<file path="config.mk">
export PLATFORM = sky130hd
export DESIGN_NAME = axi_lite_rd_arbiter
export DESIGN_NICKNAME = d
export VERILOG_FILES = /design/src/rtl/axi_lite_rd_arbiter.sv
export SDC_FILE = /design/constraint.sdc
export NUM_CORES = 1
export LEC_CHECK = 0
export BUFFER_PORTS_ARGS = -buffer_cell sky130_fd_sc_hd__buf_2
export CAP_MARGIN = 20
export CORE_AREA = 8 8 106 117
export CTS_CLUSTER_SIZE = 24
export DETAILED_ROUTE_END_ITERATION = 8
export DIE_AREA = 0 0 114 125
export GPL_TIMING_DRIVEN = 0
export MAX_ROUTING_LAYER = met4
export PLACE_DENSITY = 0.83
export SYNTH_ARGS = -nofsm -noshare
export SYNTH_HDL_FRONTEND = slang
export SYNTH_SLANG_ARGS = --single-unit
</file>
<file path="constraint.sdc">
create_clock -name clk -period 6.6 [get_ports clk]
set_clock_uncertainty 0.1 [all_clocks]
set_input_delay 0.66 -clock clk [delete_from_list [all_inputs] [get_ports clk]]
set_output_delay 0.66 -clock clk [all_outputs]
set_load 0.01 [all_outputs]
</file>
<file path="src/rtl/axi_lite_rd_arbiter.sv">
// Two-master, one-slave AXI4-Lite read-channel arbiter with round-robin grant.
// One transaction in flight at a time; every output comes straight from a flop.
module axi_lite_rd_arbiter #(
  parameter int ADDRWIDTH = 32,
  parameter int DATAWIDTH = 32
) (
  input  logic                   clk,
  input  logic                   rst,
  input  logic [2*ADDRWIDTH-1:0] m_ARADDR,
  input  logic [5:0]             m_ARPROT,
  input  logic [1:0]             m_ARVALID,
  output logic [1:0]             m_ARREADY,
  output logic [2*DATAWIDTH-1:0] m_RDATA,
  output logic [3:0]             m_RRESP,
  output logic [1:0]             m_RVALID,
  input  logic [1:0]             m_RREADY,
  output logic [ADDRWIDTH-1:0]   s_ARADDR,
  output logic [2:0]             s_ARPROT,
  output logic                   s_ARVALID,
  input  logic                   s_ARREADY,
  input  logic [DATAWIDTH-1:0]   s_RDATA,
  input  logic [1:0]             s_RRESP,
  input  logic                   s_RVALID,
  output logic                   s_RREADY,
  output logic                   busy,
  output logic [1:0]             grant
);

  typedef enum logic [2:0] {
    S_IDLE  = 3'd0,
    S_GRANT = 3'd1,
    S_SADDR = 3'd2,
    S_SDATA = 3'd3,
    S_MRESP = 3'd4
  } state_t;

  state_t                 r_state;
  logic                   r_last_grant;
  logic [1:0]             r_grant;
  logic                   r_busy;
  logic [1:0]             r_m_arready;
  logic [ADDRWIDTH-1:0]   r_s_araddr;
  logic [2:0]             r_s_arprot;
  logic                   r_s_arvalid;
  logic                   r_s_rready;
  logic [2*DATAWIDTH-1:0] r_m_rdata;
  logic [3:0]             r_m_rresp;
  logic [1:0]             r_m_rvalid;

  state_t                 w_nxt_state;
  logic                   w_nxt_last_grant;
  logic [1:0]             w_nxt_grant;
  logic                   w_nxt_busy;
  logic [1:0]             w_nxt_m_arready;
  logic [ADDRWIDTH-1:0]   w_nxt_s_araddr;
  logic [2:0]             w_nxt_s_arprot;
  logic                   w_nxt_s_arvalid;
  logic                   w_nxt_s_rready;
  logic [2*DATAWIDTH-1:0] w_nxt_m_rdata;
  logic [3:0]             w_nxt_m_rresp;
  logic [1:0]             w_nxt_m_rvalid;

  logic                   w_gidx;
  logic                   w_pick;

  // Index of the current owner, and the winner if arbitration happened now.
  assign w_gidx = r_grant[1];
  assign w_pick = (&m_ARVALID) ? ~r_last_grant : m_ARVALID[1];

  always_comb begin
    // NOTE: every next value defaults to its current value before the case, so no path infers a latch.
    w_nxt_state      = r_state;
    w_nxt_last_grant = r_last_grant;
    w_nxt_grant      = r_grant;
    w_nxt_busy       = r_busy;
    w_nxt_m_arready  = r_m_arready;
    w_nxt_s_araddr   = r_s_araddr;
    w_nxt_s_arprot   = r_s_arprot;
    w_nxt_s_arvalid  = r_s_arvalid;
    w_nxt_s_rready   = r_s_rready;
    w_nxt_m_rdata    = r_m_rdata;
    w_nxt_m_rresp    = r_m_rresp;
    w_nxt_m_rvalid   = r_m_rvalid;

    case (r_state)
      S_IDLE: begin
        if (|m_ARVALID) begin
          w_nxt_grant     = w_pick ? 2'b10 : 2'b01;
          w_nxt_busy      = 1'b1;
          w_nxt_m_arready = w_pick ? 2'b10 : 2'b01;
          w_nxt_state     = S_GRANT;
        end
      end

      S_GRANT: begin
        if (m_ARVALID[w_gidx] && r_m_arready[w_gidx]) begin
          w_nxt_s_araddr  = w_gidx ? m_ARADDR[2*ADDRWIDTH-1:ADDRWIDTH] : m_ARADDR[ADDRWIDTH-1:0];
          w_nxt_s_arprot  = w_gidx ? m_ARPROT[5:3] : m_ARPROT[2:0];
          w_nxt_m_arready = 2'b00;
          w_nxt_s_arvalid = 1'b1;
          w_nxt_state     = S_SADDR;
        end
      end

      S_SADDR: begin
        if (r_s_arvalid && s_ARREADY) begin
          w_nxt_s_arvalid = 1'b0;
          w_nxt_s_rready  = 1'b1;
          w_nxt_state     = S_SDATA;
        end
      end

      S_SDATA: begin
        if (s_RVALID && r_s_rready) begin
          w_nxt_s_rready = 1'b0;
          // Only the owner's slice is updated; the other master keeps its last read.
          if (w_gidx) begin
            w_nxt_m_rdata[2*DATAWIDTH-1:DATAWIDTH] = s_RDATA;
            w_nxt_m_rresp[3:2]                     = s_RRESP;
          end else begin
            w_nxt_m_rdata[DATAWIDTH-1:0] = s_RDATA;
            w_nxt_m_rresp[1:0]           = s_RRESP;
          end
          w_nxt_m_rvalid = r_grant;
          w_nxt_state    = S_MRESP;
        end
      end

      S_MRESP: begin
        if (|(r_m_rvalid & m_RREADY)) begin
          w_nxt_m_rvalid   = 2'b00;
          w_nxt_last_grant = w_gidx;
          w_nxt_grant      = 2'b00;
          w_nxt_busy       = 1'b0;
          w_nxt_state      = S_IDLE;
        end
      end

      default: begin
        w_nxt_state     = S_IDLE;
        w_nxt_grant     = 2'b00;
        w_nxt_busy      = 1'b0;
        w_nxt_m_arready = 2'b00;
        w_nxt_s_araddr  = '0;
        w_nxt_s_arprot  = 3'b000;
        w_nxt_s_arvalid = 1'b0;
        w_nxt_s_rready  = 1'b0;
        w_nxt_m_rdata   = '0;
        w_nxt_m_rresp   = 4'b0000;
        w_nxt_m_rvalid  = 2'b00;
      end
    endcase
  end

  // NOTE: state updates use non-blocking assignments so every flop samples pre-edge values.
  always_ff @(posedge clk or posedge rst) begin
    if (rst) begin
      r_state      <= S_IDLE;
      r_last_grant <= 1'b1;
      r_grant      <= 2'b00;
      r_busy       <= 1'b0;
      r_m_arready  <= 2'b00;
      r_s_araddr   <= '0;
      r_s_arprot   <= 3'b000;
      r_s_arvalid  <= 1'b0;
      r_s_rready   <= 1'b0;
      r_m_rdata    <= '0;
      r_m_rresp    <= 4'b0000;
      r_m_rvalid   <= 2'b00;
    end else begin
      r_state      <= w_nxt_state;
      r_last_grant <= w_nxt_last_grant;
      r_grant      <= w_nxt_grant;
      r_busy       <= w_nxt_busy;
      r_m_arready  <= w_nxt_m_arready;
      r_s_araddr   <= w_nxt_s_araddr;
      r_s_arprot   <= w_nxt_s_arprot;
      r_s_arvalid  <= w_nxt_s_arvalid;
      r_s_rready   <= w_nxt_s_rready;
      r_m_rdata    <= w_nxt_m_rdata;
      r_m_rresp    <= w_nxt_m_rresp;
      r_m_rvalid   <= w_nxt_m_rvalid;
    end
  end

  assign m_ARREADY = r_m_arready;
  assign m_RDATA   = r_m_rdata;
  assign m_RRESP   = r_m_rresp;
  assign m_RVALID  = r_m_rvalid;
  assign s_ARADDR  = r_s_araddr;
  assign s_ARPROT  = r_s_arprot;
  assign s_ARVALID = r_s_arvalid;
  assign s_RREADY  = r_s_rready;
  assign busy      = r_busy;
  assign grant     = r_grant;

endmodule

</file>
==> flow_summary_export.csv <==
group,metric,value,unit
global_route,grt_overflow,0,
clock_tree,cts-htree-levels,4,
timing,hold_viol,0,
drt,drtPass1Iterations,5,
clock_tree,cts_tree,"yes",
synth,avgSynthCellArea,13.1,um2
placement,gp_congestion,0.920,
critical_path,critPathMaxFanout,10,
die,core_area,10600,um2
synth,netlist_area,5210,um2
synth,ys_seq_area_frac,0.558,
clock_tree,cts.clk_slew.worst_paths,0.06,ns
synth,ys_types,47,
clock_tree,clockBufferDepth,2,
global_route,grt_max_degree,68,
finish,nets,752,
timing,fin_crit_sh,0.339,
critical_path,start_kind,"flop",
timing,finalMaxSlewViolations,0,
die,die_w,114,um
finish,fillers,810,
die,core.rowCount,40,
synth,synth_top_area_share,0.553,
synth,yosys.area.top_type,"dfrtp_1",
timing,hold_slack,0.256,ns
drt,drt-total-wl,15400,um
synth,syn_nets,509,
finish,post-route-util,0.674,
pwr,p_leak,3.82,nW
finish,final_area,7150,um2
finish,diodes,0,
die,initial_core_util,0.491,
clock_tree,worstSkewPairLatency,0.40,ns
critical_path,worstSetupPathType,"reg -> reg",
clock_tree,cts_setup_buffers,0,
synth,synth_edf_count,0,
timing,rsz0062_at_grt,"no",
clock_tree,cts.sink_count,116,
critical_path,cp_cell_sequence,"buf_6 -> nor2b_4 -> a2111oi_4 -> buf_6 -> mux2_4",
timing,finalSetupViolations,0,
timing,period_needed,2.24,ns
critical_path,critPathMaxStageDelay,0.75,ns
placement,io_buffers,223,
synth,yosys_warnings,0,
synth,synthFlopType,"dfrtp_1",
drt,viasPerCell,5.48,
pwr,p_per_area,464,nW/um2
hold_path,hold_class,"in -> async",
pwr,ir_drop,0.217,mV
global_route,grt_pass1_vias,4787,
timing,tightest_slew,0.776,ns
drt,drtIter0Drc,357,
timing,max_slew_margin,0.483,
synth,synthCells,397,
critical_path,endpoint_kind,"flop",
clock_tree,cts.repair.resized,0,
critical_path,cp_slowest_cell,"a2111oi_4",
synth,ys_seq_elements,116,
drt,vias,4384,
global_route,grt_pass1_wl,24600,um
drt,postRouteAntennaNets,0,
synth,synthArstFlopShare,1.00,
critical_path,cp_data_arrival_time,2.43,ns
pwr,total_power,3.32,mW
global_route,grt.total_usage,0.224,
critical_path,cp_common_cell,"buf_6",
clock_tree,numCtsBuffers,17,
drt,drc,0,
placement,dp_hpwl,11700,um
die,fp.dieH,125,um
outcome,status,"finished, final reports clean",
finish,syn2layout_area_growth,37.3,%
synth,synth_most_common_cell,"dfrtp_1",
clock_tree,cts-root-buf,"clkbuf_16",
critical_path,cp_data_required_time,6.79,ns
die,io_pins,224,
job,drv_cap,0,
placement,dpl_cell_area,6540,um2
timing,fin_tns_setup,0,ns
drt,wl_per_cell,19.2,um
clock_tree,holdBufCountCts,0,
global_route,grt_antenna_before_repair,0,
synth,ys_top_cells_by_area,"dfrtp_1, mux2_4, mux2i_1",
synth,synthTopCellsByCount,"dfrtp_1, nor2_1, mux2i_1, a22o_1, a32o_1",
die,die_area,14300,um2
timing,fmax,446,MHz
finish,drive_gt1_frac,0.484,
[metal layers]
metal | part of all wire | track usage | vias to the layer above
li1 | - | - | 1991
met1 | 0.43 | 0.263 | 2137
met2 | 0.48 | 0.360 | 244
met3 | 0.088 | 0.0703 | 12
met4 | 0.0085 | 0.0659 | 0
met5 | 0 | - | -
[sequential cells by signal, indices dropped and copies added (netlist names), 2 cells and up]
register	count
s_ARPROT	3
m_RDATA	64
r_state	3
grant	2
s_ARADDR	32
m_ARREADY	2
m_RRESP	4
m_RVALID	2
[report_power, final]
group / switching, mW / internal (mW)
logic: 0.663 / 0.625
registers: 0.147 / 0.937
clock network: 0.338 / 0.607
[layout by cell type (no fill, tap or decap), drive strengths merged, types with 2 or more instances in the layout]
master	n
clkinvlp	4
a22oi	2
nor2	37
mux2	36
or2	2
clkinv	3
inv	10
and3	2
and3b	3
clkbuf	32
a22o	34
a32o	34
buf	243
nand2	5
o21ai	5
o211ai	5
a21oi	3
nor2b	6
a211oi	2
o31ai	2
a31oi	3
mux2i	35
nor3	4
dfrtp	115
nand3	6
bufinv	3
[cells by family after synthesis]
| logic type | synth area share |
|---|---|
| AOI/OAI and AO/OA | 0.169 |
| DFF | 0.558 |
| muxes | 0.167 |
| and+or+nand+nor | 0.0697 |
| buffers and inverters | 0.0370 |
[per-stage QoR]
stage               setup WS (ns)  instances
detailed placement           4.13        768
global placement             1.68        767
CTS                          4.34        800
global route                 4.28        800
floorplan                    2.77        397
finish                       4.36        800
[worst paths after layout]
path                        startpoint  slack, ns           end  cells after the start
min reg2reg                m_RDATA[44]       0.39   m_RDATA[44]                      1
max reg2reg                   grant[1]       4.36   s_ARADDR[9]                      5
max in group asynchronous          rst       5.41   m_RDATA[24]                      3
min in group clk            s_RRESP[1]       0.39    m_RRESP[1]                      2
max                           grant[1]       4.36   s_ARADDR[9]                      5
min                                rst       0.26  s_ARADDR[14]                      2
[worst max-delay path, delay by kind of cell, from the launching register on]
| family | cells | cell delay (ns) |
|---|---|---|
| DFF | 1 | 0.39 |
| AOI/OAI and AO/OA | 1 | 0.75 |
| and+or+nand+nor | 1 | 0.13 |
| muxes | 1 | 0.32 |
| buffers and inverters | 2 | 0.42 |
[cell type report]
cell class	instances	area, um2	area share
buffer	33	170	0.0238
clock inverter	14	174	0.0243
multi-input combinational	242	2110	0.295
inverter	6	25.0	0.00350
tap	147	184	0.0257
clock buffer	18	439	0.0614
timing repair buffer	224	1140	0.160
sequential	116	2900	0.406
No activity file was read; power rests on OpenSTA's default activity.
